===== src/rtl/image_loader.sv =====
// Image loader: buffers a 16-bit pixel stream and writes one frame to SDRAM over Avalon-MM,
// then hands the frame to the compute block. Define LOADER_CHECKSUM_EN to add a frame checksum.
module image_loader #(
  parameter int unsigned BASE_ADDR  = 600000,
  parameter int unsigned NUM_PIXELS = 784,
  parameter int unsigned ADDR_STEP  = 2,
  parameter int unsigned FIFO_DEPTH = 8
) (
  input  logic        clk,
  input  logic        reset_n,
  input  logic        start,
  input  logic        in_valid,
  input  logic [15:0] in_data,
  output logic        in_ready,
  input  logic        waitrequest,
  output logic        chipselect,
  output logic [1:0]  byteenable,
  output logic        read_n,
  output logic        write_n,
  output logic [31:0] address,
  output logic [15:0] writedata,
  output logic        compute_ready,
  input  logic        compute_done,
  output logic        busy,
`ifdef LOADER_CHECKSUM_EN
  output logic [15:0] checksum,
`endif
  output logic [7:0]  frame_count
);

  localparam int unsigned DATA_W = 16;
  localparam int unsigned ADDR_W = 32;
  localparam int unsigned FC_W   = 8;
  localparam int unsigned PTR_W  = (FIFO_DEPTH > 1) ? $clog2(FIFO_DEPTH) : 1;
  localparam int unsigned OCC_W  = PTR_W + 1;
  localparam int unsigned CNT_W  = ($clog2(NUM_PIXELS + 1) > 10) ? $clog2(NUM_PIXELS + 1) : 10;

  localparam logic [CNT_W-1:0] NUM_PIX  = CNT_W'(NUM_PIXELS);
  localparam logic [CNT_W-1:0] LAST_IDX = CNT_W'(NUM_PIXELS - 1);
  localparam logic [OCC_W-1:0] DEPTH    = OCC_W'(FIFO_DEPTH);

  typedef enum logic [1:0] {
    S_IDLE,
    S_FILL,
    S_HANDOFF,
    S_RELEASE
  } state_e;

  state_e              state_q, state_d;
  logic [DATA_W-1:0]   mem_q [FIFO_DEPTH];
  logic [PTR_W-1:0]    wr_ptr_q, wr_ptr_d;
  logic [PTR_W-1:0]    rd_ptr_q, rd_ptr_d;
  logic [OCC_W-1:0]    occ_q, occ_d;
  logic [CNT_W-1:0]    acc_cnt_q, acc_cnt_d;
  logic [CNT_W-1:0]    wr_cnt_q, wr_cnt_d;
  logic                write_n_q, write_n_d;
  logic [ADDR_W-1:0]   address_q, address_d;
  logic [DATA_W-1:0]   writedata_q, writedata_d;
  logic                compute_ready_q, compute_ready_d;
  logic                busy_q, busy_d;
  logic [FC_W-1:0]     frame_count_q, frame_count_d;

  logic                in_ready_c;
  logic                push;
  logic                pop;
  logic [OCC_W-1:0]    avail;
  logic [DATA_W-1:0]   next_head;

  // Handshakes: accept only while filling with room and pixels still owed; pop on a completed write
  always_comb begin
    in_ready_c = (state_q == S_FILL) && (occ_q != DEPTH) && (acc_cnt_q < NUM_PIX);
    push       = in_valid && in_ready_c;
    pop        = !write_n_q && !waitrequest;
  end

  // Next state, FIFO bookkeeping and the registered Avalon write stage
  always_comb begin
    state_d         = state_q;
    wr_ptr_d        = wr_ptr_q;
    rd_ptr_d        = rd_ptr_q;
    occ_d           = occ_q + OCC_W'(push) - OCC_W'(pop);
    acc_cnt_d       = acc_cnt_q;
    wr_cnt_d        = wr_cnt_q;
    write_n_d       = 1'b1;
    address_d       = address_q;
    writedata_d     = writedata_q;
    frame_count_d   = frame_count_q;
    // Entries present next cycle, ignoring this cycle's push so a new pixel waits one edge
    avail           = occ_q - OCC_W'(pop);
    next_head       = pop ? mem_q[rd_ptr_q + PTR_W'(1)] : mem_q[rd_ptr_q];

    if (push) begin
      wr_ptr_d  = wr_ptr_q + PTR_W'(1);
      acc_cnt_d = acc_cnt_q + CNT_W'(1);
    end
    if (pop) begin
      rd_ptr_d = rd_ptr_q + PTR_W'(1);
      wr_cnt_d = wr_cnt_q + CNT_W'(1);
    end

    case (state_q)
      S_IDLE: begin
        if (start) begin
          state_d   = S_FILL;
          wr_ptr_d  = '0;
          rd_ptr_d  = '0;
          occ_d     = '0;
          acc_cnt_d = '0;
          wr_cnt_d  = '0;
        end
      end
      S_FILL: begin
        if (pop && (wr_cnt_q == LAST_IDX)) state_d = S_HANDOFF;
      end
      S_HANDOFF: begin
        if (compute_done) state_d = S_RELEASE;
      end
      S_RELEASE: begin
        if (!compute_done) begin
          state_d       = S_IDLE;
          frame_count_d = frame_count_q + FC_W'(1);
        end
      end
      default: state_d = S_IDLE;
    endcase

    if (!write_n_q && waitrequest) begin
      write_n_d = 1'b0;
    end else if ((state_q == S_FILL) && (state_d == S_FILL) && (avail != '0)) begin
      write_n_d   = 1'b0;
      writedata_d = next_head;
      address_d   = ADDR_W'(BASE_ADDR) + ADDR_W'(ADDR_STEP) * ADDR_W'(wr_cnt_d);
    end

    compute_ready_d = (state_d == S_HANDOFF);
    busy_d          = (state_d != S_IDLE);
  end

  always_ff @(posedge clk) begin
    if (!reset_n) begin
      state_q         <= S_IDLE;
      wr_ptr_q        <= '0;
      rd_ptr_q        <= '0;
      occ_q           <= '0;
      acc_cnt_q       <= '0;
      wr_cnt_q        <= '0;
      write_n_q       <= 1'b1;
      address_q       <= ADDR_W'(BASE_ADDR);
      writedata_q     <= '0;
      compute_ready_q <= 1'b0;
      busy_q          <= 1'b0;
      frame_count_q   <= '0;
    end else begin
      state_q         <= state_d;
      wr_ptr_q        <= wr_ptr_d;
      rd_ptr_q        <= rd_ptr_d;
      occ_q           <= occ_d;
      acc_cnt_q       <= acc_cnt_d;
      wr_cnt_q        <= wr_cnt_d;
      write_n_q       <= write_n_d;
      address_q       <= address_d;
      writedata_q     <= writedata_d;
      compute_ready_q <= compute_ready_d;
      busy_q          <= busy_d;
      frame_count_q   <= frame_count_d;
    end
  end

  // FIFO storage carries no reset; occupancy alone decides validity
  always_ff @(posedge clk) begin
    if (push) mem_q[wr_ptr_q] <= in_data;
  end

`ifdef LOADER_CHECKSUM_EN
  logic [DATA_W-1:0] checksum_q, checksum_d;

  always_comb begin
    checksum_d = checksum_q;
    if ((state_q == S_IDLE) && start) checksum_d = '0;
    else if (pop)                     checksum_d = checksum_q + writedata_q;
  end

  always_ff @(posedge clk) begin
    if (!reset_n) checksum_q <= '0;
    else          checksum_q <= checksum_d;
  end

  assign checksum = checksum_q;
`endif

  assign in_ready      = in_ready_c;
  assign chipselect    = 1'b1;
  assign byteenable    = 2'b11;
  assign read_n        = 1'b1;
  assign write_n       = write_n_q;
  assign address       = address_q;
  assign writedata     = writedata_q;
  assign compute_ready = compute_ready_q;
  assign busy          = busy_q;
  assign frame_count   = frame_count_q;

endmodule


===== config.mk =====
export PLATFORM = sky130hd
export DESIGN_NAME = image_loader
export DESIGN_NICKNAME = d
export VERILOG_FILES = /design/src/rtl/image_loader.sv
export SDC_FILE = /design/constraint.sdc
export NUM_CORES = 1
export LEC_CHECK = 0
export ABC_CLOCK_PERIOD_IN_PS = 7800
export CAP_MARGIN = 15
export CORE_MARGIN = 1
export CORE_UTILIZATION = 55
export DETAILED_ROUTE_END_ITERATION = 7
export PLACE_DENSITY_LB_ADDON = 0.1
export REMOVE_ABC_BUFFERS = 1
export SYNTH_ARGS = -nofsm -noshare
export SYNTH_HDL_FRONTEND = slang
export SYNTH_SLANG_ARGS = --single-unit

===== constraint.sdc =====
create_clock -name clk -period 7.8 [get_ports clk]
set_input_delay 0.78 -clock clk [delete_from_list [all_inputs] [get_ports clk]]
set_output_delay 0.78 -clock clk [all_outputs]
set_load 0.005 [all_outputs]

==> metrics <==
DR WL/cell=20.1 µm; Rel. slew slack=27.8%; Worst EP arrival=4.06 ns; critical path required time=8.13 ns; met2 Use GR=40.9%; final total power=2.09 mW; FF+latch count, synth=198; largest net degree at the start of global routing=67; WL final=18.2 mm; RSZ-0062 raised after global routing=no; Post-synth ARST share=0%; Worst R2R Path Depth=10; initial antenna violation count=0; nets@finish=715; Leak=3.34 nW; Max FO, Critical Path=49; I/O Pins=86; sequential-to-total area share from yosys stat=58.2%; CP max stage delay=0.51 ns; met1 usage in global routing=28.2%; antenna fix cells=0; Sink Count=198; top area cells in the synthesized netlist=edfxtp_1, mux4_2, dfxtp_1; # setup viols final=0; total CTS buffers=17; status=completed; setup_tns=0 ns; grt total ovfl=0; Synth cell types=61; worst IR drop on VDD=0.160 mV; startpoint types=input pin; worst-path cell chain=clkdlybuf4s50_1 -> or2_2 -> clkinv_1 -> ha_1 -> and3b_1 -> or3_1 -> a41o_1 -> nor3_4 -> buf_4 -> nor2_1 -> o22a_1; first-pass GRT wire length=28.4 mm; mapped cell area=9010 µm²; Clock transition at path regs=0.07 ns; DR vias/cell=5.99; Final ANT Viol Nets=0; pre-CTS WS=3.62 ns; clock latency on the worst-skew pair=0.44 ns; vias in the first global route=5428; TritonCTS clock tree=yes; share of cells above drive strength 1=18.9%; post-cts sizing count=0; cell area after layout=10300 µm²; f_max=0.269 GHz; max_cap viols=0; DRT iter0 DRCs=381; fin. max-slew vios=0; Setup WS post-layout=4.08 ns; critical path type=in2reg; fin crit share=47.7%; share of the synthesized area in the top cell type=42.7%; biggest area consumer among synthesized cells=edfxtp_1; number of flops mapped to enable cells by yosys=128; Root Buffer=clkbuf_16; FF-to-FF End=address[3]$_SDFFE_PN0P_; global routing met3 resource utilization=4.43%; die span in x=130 µm; Std-Cell Rows=46; vias=5437; DP HPWL=11.5 mm; hold crit path type=reg2reg; Synth-to-Final Area Change=14.2%; Worst path slowest cell=clkdlybuf4s50_1; minimum clock period after layout=3.72 ns; Most used DFF post-synth=edfxtp_1; CP Capture Type=flop; pwr/cell area=203 nW/µm²; DR pass1 iterations=5; Top Usage Layer GRT=met2; cells after synthesis=625; postcts setup bufs=0; mean post-synth cell area=14.4 µm²; commonest cells after routing, fill and taps aside=edfxtp_1, nor2_1, dfxtp_1; FF-to-FF setup slack=4.54 ns; initial core utilization=56.5%; Die ar.=16900 µm²; commonest non-fill, non-tap cell in the layout=edfxtp_1; Worst Tran Pin Value=1.08 ns; htree depth=4; gr usage total=23.2%; Cell Area, Placed=9730 µm²; Final Hold Viols=0; Port Buffers=60; R2R Path Start=write_n$_SDFF_PN1_; Die H=130 µm; Hold Buf Count CTS=0; crit path from=waitrequest; CP endpoint=address[3]$_SDFFE_PN0P_; Hold Slack=0.478 ns; DRC viols=0; synth warn=0; clk_skew=0.00780 ns; Clock Path Buffers=2; core area=15900 µm²; GP Congestion=0.817
[power by group]
group	internal [mW]	switching, mW	total, mW
clock network	0.422	0.413	0.835
registers	1.13	0.0136	1.14
logic	0.0570	0.0582	0.115
[through the flow]
stage / std cells / utilization, %
global route: 908 / 64.6
finish: 908 / 64.6
detailed placement: 876 / 61.1
global placement: 876 / 61.1
CTS: 908 / 64.6
floorplan: 588 / -
[state kept, by name, indices dropped and copies added, names as in the netlist]
| register | cells |
|---|---|
| acc_cnt_q | 10 |
| address | 11 |
| busy | 1 |
| compute_ready | 1 |
| frame_count | 8 |
| mem_q | 128 |
| occ_q | 4 |
| rd_ptr_q | 3 |
| state_q | 2 |
| wr_cnt_q | 10 |
| wr_ptr_q | 3 |
| write_n | 1 |
| writedata | 16 |
[final cells by class]
| type | count | area, µm² |
|---|---|---|
| Fill cell | 1162 | 5650 |
| Sequential cell | 198 | 5250 |
| Multi-Input combinational cell | 380 | 3480 |
| Timing Repair Buffer | 72 | 691 |
| Clock buffer | 17 | 425 |
| Tap cell | 216 | 270 |
| Clock inverter | 15 | 133 |
| Inverter | 10 | 45.0 |
[critical path: cells and delay by family]
| kind | cells | cell delay (ns) |
|---|---|---|
| buf+inv | 3 | 1.28 |
| simple gates | 5 | 1.21 |
| compound gates | 2 | 0.49 |
| fa+ha+maj | 1 | 0.30 |
[layer usage]
metal	part of all wire (%)	routed length (µm)
met5	0	0
met4	1.7	303
met3	4.3	776
met2	54	9780
met1	40	7350
[how the worst min path moves through the flow]
| stage | start | to | slack, ns | depth (start not counted) |
|---|---|---|---|---|
| finish | acc_cnt_q[1]$_SDFF_PN0_ | acc_cnt_q[1]$_SDFF_PN0_ | 0.48 | 2 |
| global route | acc_cnt_q[1]$_SDFF_PN0_ | acc_cnt_q[1]$_SDFF_PN0_ | 0.51 | 2 |
| CTS | acc_cnt_q[1]$_SDFF_PN0_ | acc_cnt_q[1]$_SDFF_PN0_ | 0.48 | 2 |
| detailed placement | acc_cnt_q[1]$_SDFF_PN0_ | acc_cnt_q[1]$_SDFF_PN0_ | 0.47 | 2 |
| global placement | acc_cnt_q[9]$_SDFF_PN0_ | acc_cnt_q[9]$_SDFF_PN0_ | 0.46 | 2 |
| floorplan | acc_cnt_q[9]$_SDFF_PN0_ | acc_cnt_q[9]$_SDFF_PN0_ | 0.43 | 2 |
[logic make-up after synthesis]
group / share of synthesized area, %
compound gates: 6.51
xor+xnor: 2.92
fa+ha+maj: 2.03
buf+inv: 4.43
flops: 58.2
mux: 17.0
other cells: 0.0834
simple gates: 8.86
[synthesized netlist by cell type (4+ instances only)]
master and count:
edfxtp_1 128, dfxtp_1 70, nor2_1 70, mux4_2 64, nand2_1 28, buf_4 25
a22oi_1 22, xor2_1 21, clkbuf_1 16, buf_2 15, ha_1 13, a311oi_1 12
nor3_1 9, xnor2_1 9, a21oi_1 8, inv_1 8, and2_1 7, nand3_1 7
and3_1 6, o21ai_0 6, o22a_1 6, a211oi_1 5, a222oi_1 5, mux2_2 5
nand4_1 5, nand2b_1 4, or2_2 4
Power figures use the tool's default switching activity.
